==> config.mk <==
export PLATFORM = sky130hd
export DESIGN_NAME = uart_rx_deserializer
export DESIGN_NICKNAME = d
export VERILOG_FILES = /design/src/rtl/uart_rx_deserializer.sv
export SDC_FILE = /design/constraint.sdc
export NUM_CORES = 1
export LEC_CHECK = 0
export ABC_CLOCK_PERIOD_IN_PS = 4200
export CORE_MARGIN = 5
export CORE_UTILIZATION = 55
export CTS_BUF_LIST = sky130_fd_sc_hd__clkbuf_4
export DETAILED_ROUTE_END_ITERATION = 7
export GPL_TIMING_DRIVEN = 0
export HOLD_SLACK_MARGIN = 0.02
export PLACE_DENSITY_LB_ADDON = 0.08
export SLEW_MARGIN = 20
export SYNTH_ARGS = -nofsm -noshare
export SYNTH_HDL_FRONTEND = slang
export SYNTH_SLANG_ARGS = --single-unit
==> constraint.sdc <==
create_clock -name clock -period 4.2 [get_ports clock]
set_input_delay 0.42 -clock clock [delete_from_list [all_inputs] [get_ports clock]]
set_output_delay 0.42 -clock clock [all_outputs]
set_load 0.01 [all_outputs]
==> src/rtl/uart_rx_deserializer.sv <==
`default_nettype none
// ============================================================================
// Module      : uart_rx_deserializer
// Description : UART receive stage. Synchronises the serial line, times bits
//               from its own counter with a half-bit offset after the start
//               edge, assembles LSB-first bytes and hands them out through a
//               one-entry valid/ready holding register. Pulses frame_err on a
//               low stop bit and overrun when a byte lands on a full holder.
//               Optional feature macro: UART_RX_PARITY_EN (8E1 framing with a
//               parity_err pulse; default build is 8N1 without that port).
// Revision    : 1.0 - initial release
// ============================================================================
module uart_rx_deserializer #(
  parameter int CLKS_PER_BIT = 868,
  parameter int SYNC_STAGES  = 2
) (
  input  logic       clock,
  input  logic       reset,
  input  logic       rx,
  output logic [7:0] rx_data,
  output logic       rx_valid,
  input  logic       rx_ready,
  output logic       frame_err,
  output logic       overrun,
`ifdef UART_RX_PARITY_EN
  output logic       parity_err,
`endif
  output logic       busy
);

  localparam int                 c_cnt_w     = $clog2(CLKS_PER_BIT);
  localparam logic [c_cnt_w-1:0] c_half_load = c_cnt_w'(CLKS_PER_BIT / 2 - 1);
  localparam logic [c_cnt_w-1:0] c_full_load = c_cnt_w'(CLKS_PER_BIT - 1);
  localparam logic [c_cnt_w-1:0] c_cnt_one   = c_cnt_w'(1);

  typedef enum logic [2:0] {
    S_IDLE   = 3'd0,
    S_START  = 3'd1,
    S_DATA   = 3'd2,
    S_PARITY = 3'd3,
    S_STOP   = 3'd4,
    S_BREAK  = 3'd5
  } state_t;

  logic [SYNC_STAGES-1:0] sync_q, sync_d;
  logic                   rx_prev_q, rx_prev_d;
  logic                   start_q, start_d;
  state_t                 state_q, state_d;
  logic [c_cnt_w-1:0]     cnt_q, cnt_d;
  logic [2:0]             bit_idx_q, bit_idx_d;
  logic [7:0]             shreg_q, shreg_d;
  logic [7:0]             data_q, data_d;
  logic                   valid_q, valid_d;
  logic                   frame_err_q, frame_err_d;
  logic                   overrun_q, overrun_d;
  logic                   rx_s;
  logic                   cnt_zero;
  logic                   byte_done;
`ifdef UART_RX_PARITY_EN
  logic                   parity_err_q, parity_err_d;
  logic                   parity_bad_q, parity_bad_d;
`endif

  assign rx_s     = sync_q[SYNC_STAGES-1];
  assign cnt_zero = (cnt_q == '0);

  // Next-state, counter, shift register and holding-register update logic.
  always_comb begin
    sync_d      = {sync_q[SYNC_STAGES-2:0], rx};
    rx_prev_d   = rx_s;
    // Start edge is registered, so IDLE acts on a flop rather than the chain.
    start_d     = rx_prev_q & ~rx_s;
    state_d     = state_q;
    cnt_d       = cnt_q;
    bit_idx_d   = bit_idx_q;
    shreg_d     = shreg_q;
    data_d      = data_q;
    valid_d     = valid_q;
    frame_err_d = 1'b0;
    overrun_d   = 1'b0;
    byte_done   = 1'b0;
`ifdef UART_RX_PARITY_EN
    parity_err_d = 1'b0;
    parity_bad_d = parity_bad_q;
`endif

    // Free-running countdown toward the next sample point while framing.
    if (state_q != S_IDLE && state_q != S_BREAK && !cnt_zero) begin
      cnt_d = cnt_q - c_cnt_one;
    end

    // A consumed byte empties the holder unless refilled below.
    if (valid_q && rx_ready) begin
      valid_d = 1'b0;
    end

    case (state_q)
      S_IDLE: begin
        if (start_q) begin
          cnt_d   = c_half_load;
          state_d = S_START;
        end
      end
      S_START: begin
        if (cnt_zero) begin
          if (rx_s) begin
            // Line came back high by mid-start-bit: treat as a glitch.
            state_d = S_IDLE;
          end else begin
            cnt_d     = c_full_load;
            bit_idx_d = 3'd0;
            state_d   = S_DATA;
          end
        end
      end
      S_DATA: begin
        if (cnt_zero) begin
          shreg_d   = {rx_s, shreg_q[7:1]};
          cnt_d     = c_full_load;
          bit_idx_d = bit_idx_q + 3'd1;
          if (bit_idx_q == 3'd7) begin
`ifdef UART_RX_PARITY_EN
            state_d = S_PARITY;
`else
            state_d = S_STOP;
`endif
          end
        end
      end
`ifdef UART_RX_PARITY_EN
      S_PARITY: begin
        if (cnt_zero) begin
          // Even parity: the parity bit equals the XOR of the data bits.
          parity_bad_d = (rx_s != ^shreg_q);
          parity_err_d = (rx_s != ^shreg_q);
          cnt_d        = c_full_load;
          state_d      = S_STOP;
        end
      end
`endif
      S_STOP: begin
        if (cnt_zero) begin
          if (rx_s) begin
`ifdef UART_RX_PARITY_EN
            byte_done = ~parity_bad_q;
`else
            byte_done = 1'b1;
`endif
            state_d = S_IDLE;
          end else begin
            frame_err_d = 1'b1;
            state_d     = S_BREAK;
          end
        end
      end
      S_BREAK: begin
        // A held-low line must go high before another start can be seen.
        if (rx_s) begin
          state_d = S_IDLE;
        end
      end
      default: begin
        state_d = S_IDLE;
      end
    endcase

    // Deliver the byte if the holder is empty or draining this cycle.
    if (byte_done) begin
      if (!valid_q || rx_ready) begin
        data_d  = shreg_q;
        valid_d = 1'b1;
      end else begin
        overrun_d = 1'b1;
      end
    end
  end

  // State and datapath registers with asynchronous active-low reset.
  always_ff @(posedge clock or negedge reset) begin
    if (!reset) begin
      sync_q      <= '1;
      rx_prev_q   <= 1'b1;
      start_q     <= 1'b0;
      state_q     <= S_IDLE;
      cnt_q       <= '0;
      bit_idx_q   <= 3'd0;
      shreg_q     <= 8'h00;
      data_q      <= 8'h00;
      valid_q     <= 1'b0;
      frame_err_q <= 1'b0;
      overrun_q   <= 1'b0;
    end else begin
      sync_q      <= sync_d;
      rx_prev_q   <= rx_prev_d;
      start_q     <= start_d;
      state_q     <= state_d;
      cnt_q       <= cnt_d;
      bit_idx_q   <= bit_idx_d;
      shreg_q     <= shreg_d;
      data_q      <= data_d;
      valid_q     <= valid_d;
      frame_err_q <= frame_err_d;
      overrun_q   <= overrun_d;
    end
  end

`ifdef UART_RX_PARITY_EN
  // Parity pulse and per-frame parity verdict registers.
  always_ff @(posedge clock or negedge reset) begin
    if (!reset) begin
      parity_err_q <= 1'b0;
      parity_bad_q <= 1'b0;
    end else begin
      parity_err_q <= parity_err_d;
      parity_bad_q <= parity_bad_d;
    end
  end

  assign parity_err = parity_err_q;
`endif

  assign rx_data   = data_q;
  assign rx_valid  = valid_q;
  assign frame_err = frame_err_q;
  assign overrun   = overrun_q;
  assign busy      = (state_q != S_IDLE);

endmodule
`default_nettype wire

---- Word level (Yosys, flattened, before mapping) ----
Index checks and enable logic that the tools add are counted.
word-level totals
  flip-flop bits (word level) ............. 39
  bits of input ports ..................... 4
  output and inout port bits .............. 12
  logic and storage cells ................. 72
cells by class
  $add $sub $neg .......................... 2
  equality and inequality tests ........... 13
  mux-type cells .......................... 30
  bitwise gates (word level) .............. 2
  reductions and logical operators ........ 14
operators with widths
  operator                                              number
  two-way mux 10 bit                                    5
  two-way mux 3 bit                                     10
  one-hot mux 10 bit (3 select lines)                   1
  one-hot mux 3 bit (5 select lines)                    1
  != test 2 bit (second input constant)                 7
  two-way mux 1 bit                                     11
  logical NOT 10 bit                                    1
  subtractor 10 x 1 -> 10 bit (second input constant)   1
  equality test 3 bit (second input constant)           3
  one-hot mux 3 bit (2 select lines)                    1
  AND reduction 6 bit                                   1
  AND reduction 2 bit                                   2
  AND reduction 4 bit                                   1
  adder 3 x 1 -> 3 bit (second input constant)          1
  equality test 3 x 1 -> 1 bit (second input constant)  1
  equality test 3 x 2 -> 1 bit (second input constant)  1
  logical AND 1 bit                                     3
  logical NOT 3 bit                                     1
  != test 3 bit (second input constant)                 1
  nonzero test 3 bit                                    1
  logical NOT 1 bit                                     2
  two-way mux 2 bit                                     1
  nonzero test 2 bit                                    1
  AND 1 bit                                             1
  2 further kinds                                       2

---- Longest topological paths before layout ----
  depth in word-level cells ............... 7
  depth in mapped cells ................... 7

---- Worst setup path after synthesis ----
Ideal clock, no wire load.
  path kind ............................... register -> register
  start ................................... register cnt_q[0]
  end ..................................... register shreg_q[0]
  arrival time ............................ 1.875 ns
  data required time ...................... 4.075 ns
  setup slack ............................. 2.200 ns
  cell stages (with the launch flop) ...... 7
  path buffers ............................ 0
  clock period less this slack ............ 2.000 ns
  path through ............................ dfrtp_1 -> inv_1 -> ha_1 -> or3b_2 -> nor3_4 -> nand3_4 -> mux2_2
between the ends
  longest elaborated chain between the ends .. 2
ends and longest elaborated chain
  element                               line  text
  start: declaration                    49    logic [c_cnt_w-1:0] cnt_q, cnt_d;
  start signal: assignment              197   cnt_q <= cnt_d;
  logical NOT 10 bit                    65    assign cnt_zero = (cnt_q == '0);
  AND reduction 2 bit (no source line)  --
  end signal: assignment                199   shreg_q <= shreg_d;
  end: declaration                      51    logic [7:0] shreg_q, shreg_d;
Every way passes these cells.
A chain may end at the register's enable or synchronous reset.

---- Worst setup path in the final report ----
  start ................................... register cnt_q[0]
  end ..................................... register data_q[1] (netlist: rx_data[1])
between the ends
  longest elaborated chain between the ends .. 4
ends and longest elaborated chain
  element                               line  text
  logical NOT 10 bit                    65
  two-way mux 1 bit                     142   if (cnt_zero) begin
  two-way mux 1 bit                     97    case (state_q)
  AND reduction 2 bit (no source line)  --
  end signal: assignment                200   data_q <= data_d;
  end: declaration                      52    logic [7:0] data_q, data_d;
Every way passes these cells.

==> run summary <==
Die X - 67.3 um
Cell Rows - 20
crit-path max FO - 8
Cell Pwr Density - 430 nW/um^2
Initial Util - 58.1%
Inserted Diodes - 0
Post-synth ARST share - 100%
WS Path Type - flop to flop
Seq cells post-synth - 39
IO Port Bufs - 15
clk slew on worst S/H paths - 0.11 ns
cts bufs inserted - 5
Syn Inst Count - 152
CTS Hold Bufs - 1
worst slew pin tran - 0.609 ns
Mapped Avg Cell Area - 11.9 um^2
Crit path max-delay family - simple AND/OR/NAND/NOR gates
Critical Path AT - 2.62 ns
Fin. Hold Viols - 0
fmax - 419 MHz
Fin Setup TNS - 0 ns
drt drc - 0
CTS tree - built
post-CTS sizing - 0
Synth cell types - 42
Die Y - 67.3 um
post-DP HPWL - 2.57 mm
post-route clock period utilization - 56.8%
Startpoint Class - flop
vias per cell - 5.80
pin count of the biggest net entering global routing - 25
Skew-Pair Late Insertion Delay - 0.34 ns
Post-CTS Setup Bufs - 0
area of the die - 4530 um^2
Worst EP required - 4.44 ns
Synth warnings - 0
Area growth, synth to finish - 16.4%
global route overflow - 0
GRT Util Overall - 18.1%
drt pass-1 iters - 4
Net Count, Synth - 159
H-tree Lvls - 2
initial drt markers - 176
Synth Flop Type - dfrtp_1
Fin Hold WS - 0.366 ns
root buffer cell - clkbuf_4
fin crit period - 2.39 ns
initial antenna violation count - 0
first-pass GRT wire length - 6.04 mm
CP cell instances - inv_1, ha_1, nor3b_1, nand4_1, nor2b_1, buf_2, mux2_2
number of global-route vias before repair - 1,256
cell area after layout - 2100 um^2
DRT Wirelength - 3.42 mm
Via Count - 1,281
Mapped Area - 1800 um^2
worst path bufs/invs - 2
CTS sink cnt - 39
Slew Limit Fails - 0
endpoints failing setup - 0
Fillers - 274
Crit-path slowest cell - nor3b_1
core footprint - 3100 um^2
max incr delay on CP - 0.54 ns
post-route ant nets - 0
Seq/Total Area, Yosys - 54.3%
VDD IR max - 0.000398 V
Final Wtd Congestion - 0.859
relative slew slack - 59.3%
share of layout cells above drive strength 1 - 22.6%
unrepaired setup endpoints after global routing - no
Hold/Removal Path Class - flop to flop
IO Pins - 16
post-DR wirelength/cell - 15.5 um
Leak - 0.924 nW
Max Cap Violations - 0
EDFF count, synth - 0
Worst Skew - 0.00642 ns
fin nets - 183
dpl cell area - 2030 um^2
status - finished, final reports clean
CP endpoint kind - flop
clk buf depth - 2
synth_stat cells (all sizes together) (2+ instances only):
library cell	count	area, um^2
a21oi	4	20.0
a22o	2	17.5
buf	4	20.0
clkbuf	3	11.3
dfrtp	36	901
dfstp	3	78.8
ha	3	37.5
inv	5	18.8
mux2	17	191
nand2	5	18.8
nand2b	2	12.5
nand3	5	37.5
nand4	2	12.5
nor2	11	41.3
nor2b	3	18.8
nor3	4	31.3
nor4	2	12.5
o211ai	3	22.5
o21a	2	15.0
o21ai	8	40.0
o311ai	3	26.3
o31ai	2	15.0
o32ai	2	36.3
or3	4	25.0
or4	4	31.3
placed cells by master, fill, tap and decap left out, types with 2 or more instances in the layout:
cell type and n:
o21ai_0 8, nor2b_1 3, o31ai_1 2, dfstp_2 3, o211ai_1 3, nor2_1 11
buf_2 5, nand2_1 5, dfrtp_1 36, clkbuf_4 6, mux2_2 17, nand2b_1 2
a22o_1 2, o311ai_0 3, inv_1 5, clkbuf_1 3, or4_1 3, ha_1 3
nor3_1 3, nand4_1 2, nor4_1 2, nand3_1 4, a21oi_1 4, or3_1 4
o21a_1 2, clkdlybuf4s50_1 14
logic make-up (layout without fill, tap and decap cells):
| family | after synthesis | count (layout) | synth area share (%) |
|---|---|---|---|
| compound gates | 32 | 32 | 13.7 |
| xor+xnor | 2 | 2 | 0.971 |
| fa+ha+maj | 3 | 3 | 2.08 |
| buf+inv | 12 | 37 | 2.77 |
| flops | 39 | 39 | 54.3 |
| mux | 17 | 17 | 10.6 |
| simple gates | 47 | 47 | 15.5 |
cell type report:
| cell class | count | area, um^2 | area share [%] |
|---|---|---|---|
| flip-flops and latches | 39 | 980 | 46.7 |
| multi-input cells | 101 | 774 | 36.9 |
| repair buffers | 17 | 183 | 8.70 |
| well taps | 44 | 55.1 | 2.62 |
| clock buffers | 6 | 45.0 | 2.15 |
| plain buffers | 7 | 31.3 | 1.49 |
| inverters | 5 | 18.8 | 0.894 |
| clock inverters | 2 | 12.5 | 0.596 |
registers in the layout, summed over array words and instances, names as in the netlist, 2 cells and up:
name,count
state_q,3
rx_data,8
cnt_q,10
sync_q,2
bit_idx_q,3
shreg_q,8
report_power, final:
group | internal, mW | leakage (nW) | total (mW) | switching, mW
clock network | 0.0710 | 0.0317 | 0.190 | 0.119
registers | 0.426 | 0.508 | 0.491 | 0.0641
logic | 0.0959 | 0.384 | 0.223 | 0.127
worst register-to-register path: cells and delay by family (launching register included):
family / cells / cell delay [ns]
muxes: 1 / 0.36
buffers and inverters: 2 / 0.34
and+or+nand+nor: 3 / 0.97
adders and majority gates: 1 / 0.21
DFF: 1 / 0.41
worst paths after layout:
kind,from,endpoint,slack [ns],depth (start not counted)
min reg2reg,sync_q[0],sync_q[1],0.37,0
min,sync_q[0],sync_q[1],0.37,0
max reg2reg,cnt_q[0],rx_data[1],1.81,7
max in group asynchronous,reset,bit_idx_q[0],3.23,3
max,cnt_q[0],rx_data[1],1.81,7
min in group asynchronous,reset,cnt_q[5],0.53,2
metrics by stage:
stage / utilization, % / power, mW / cells / setup slack, ns
after floorplan: - / 0.646 / 152 / 2.20
after global placement: 64.8 / 0.691 / 211 / 1.88
after detailed placement: 65.5 / 0.713 / 212 / 1.87
after CTS: 67.7 / 0.911 / 221 / 1.84
after global routing: 67.7 / 0.968 / 221 / 1.67
final: 67.7 / 0.903 / 221 / 1.81
routing by layer:
metal  part of all wire, %  global-route usage [%]  vias to the layer above
met4                   1.2                    4.56                        0
met2                    51                    29.1                       23
met1                    44                    23.9                      637
met3                   4.0                    5.49                        5
met5                     0                       0                        -
li1                      -                       -                      616
Note: power is estimated with default switching activity, not from simulation.
==> RTL change, RTL diff (same flow settings) <==
Add a define of `UART_RX_PARITY_EN`.
--- a/src/rtl/uart_rx_deserializer.sv
+++ b/src/rtl/uart_rx_deserializer.sv
@@ -10,6 +10,8 @@
 //               parity_err pulse; default build is 8N1 without that port).
 // Revision    : 1.0 - initial release
 // ============================================================================
+`define UART_RX_PARITY_EN
+
 module uart_rx_deserializer #(
   parameter int CLKS_PER_BIT = 868,
   parameter int SYNC_STAGES  = 2
Check against the original RTL (old outputs only; new: parity_err): no difference found for any inputs over 10 cycles, from zero or initial values and one cycle with reset low; that may be too few to reach the edited logic, so the function may still have changed.
==> RTL change against the unedited design <==
Critical path depth decreased by 4. Routed wire length increased by 1.2%. Final area increased by 9.4%. Worst setup slack improved by 0.11 ns. First-iteration DRC count decreased by 69%. Synthesized cell count increased by 16%. Largest cell class unchanged. Power decreased by 0.29%. Area after synthesis increased by 11%. Sequential cell count increased by 2.
==> RTL change: results (changes against the unedited design) <==
[timing]
min_period_over_period=0.5427  ; -0.02526
tightest_slew_ns=0.4840  ; -0.1253 ns

[run_status]
status=completed

[global_routing]
grt_pass1_wl_um=6127  ; +1.5%
grt_pass1_vias=1342  ; +6.8%
grtUsageTotal=0.1557  ; -0.02518
grt_max_degree=22  ; -12%

[final_layout]
final_cells=248  ; +12%
nFillCells=271  ; -1.1%
drive_above_1_share=0.1832  ; -0.04282
top_register=cnt_q
fin_nets=209  ; +14%

[critical_path]
rrSetupSlack_ns=2.00  ; +0.19 ns
critPathMaxStageDelay_ns=0.50  ; -0.04 ns
crit_family=buffers and inverters
cpMaxStageDelayCell=clkdlybuf4s50_1

[route]
drtPass1Iterations=5  ; +1
dr_total_vias=1363  ; +6.4%
drtIter0Drc=55  ; -69%
wl_per_cell_um=13.94  ; -9.8%

[placement]
gp_congestion=0.8408  ; -2.1%
numPortBuffers=16  ; +1
dp_hpwl_um=2634  ; +2.4%

[synthesis]
synthDistinctLibCells=43  ; +2.4%
synth_cells=176  ; +16%
ys_seq_area_frac=0.5160  ; -0.02701
yosys-top-cells-count=dfrtp_1, nor2_1, nand2_1

[power]
pwr-share-seq=0.557  ; +0.014
clkPwrFrac=0.198  ; -0.012
leakagePower_nw=1.039  ; +12%
p_sw_uw=292.7  ; -5.5%

==> RTL change: cell types whose count changed after synthesis, sizes merged, moves of 3 or more <==
cell,change
nand2,+9
nor2,+6
o22ai,+3
xnor2,+9
nor4,+4
nor3,+5
o311ai,-3
a21oi,+4
a21o,+3
o211ai,-3
==> RTL change: layout make-up <==
type / instances / share of cell area
clock buffer: 5 / 0.01635
tap: 46 / 0.02507
multi-input combinational: 121 / 0.3891
timing repair buffer: 18 / 0.08392
inverter: 6 / 0.009809
sequential: 41 / 0.4485
buffer: 8 / 0.02180
clock inverter: 3 / 0.005450
==> RTL change: metrics by stage <==
step	power, mW	instance area (sq um)	hold WS (ns)
after global placement	0.7116	2213	0.3496
final	0.9005	2296	0.3640
after CTS	0.9106	2296	0.3659
after detailed placement	0.7301	2236	0.3504
after global routing	0.9621	2296	0.3754
after floorplan	0.6714	1996	0.1244
==> RTL change: routing by layer <==
metal | vias to the layer above | global-route usage | routed length, um
li1 | 677 | - | -
met4 | 0 | 0.06383 | 56
met5 | - | 0 | 0
met1 | 642 | 0.2167 | 1625
met3 | 8 | 0.05165 | 189
met2 | 36 | 0.2225 | 1584
==> RTL change: kinds of logic after synthesis <==
group | synth area share
AND/OR/NAND/NOR | 0.1687
flip-flops | 0.5160
AO/OA/AOI/OAI | 0.08903
multiplexers | 0.1009
buffers and inverters | 0.03636
XOR/XNOR | 0.06395
adder cells (fa/ha/maj) | 0.02508
==> RTL change: worst paths after layout <==
kind / startpoint / end
max: state_q[1] / busy
min: sync_q[0] / sync_q[1]
max reg2reg: cnt_q[0] / shreg_q[1]
min reg2reg: sync_q[0] / sync_q[1]
max in group asynchronous: reset / rx_data[3]
min in group asynchronous: reset / cnt_q[7]
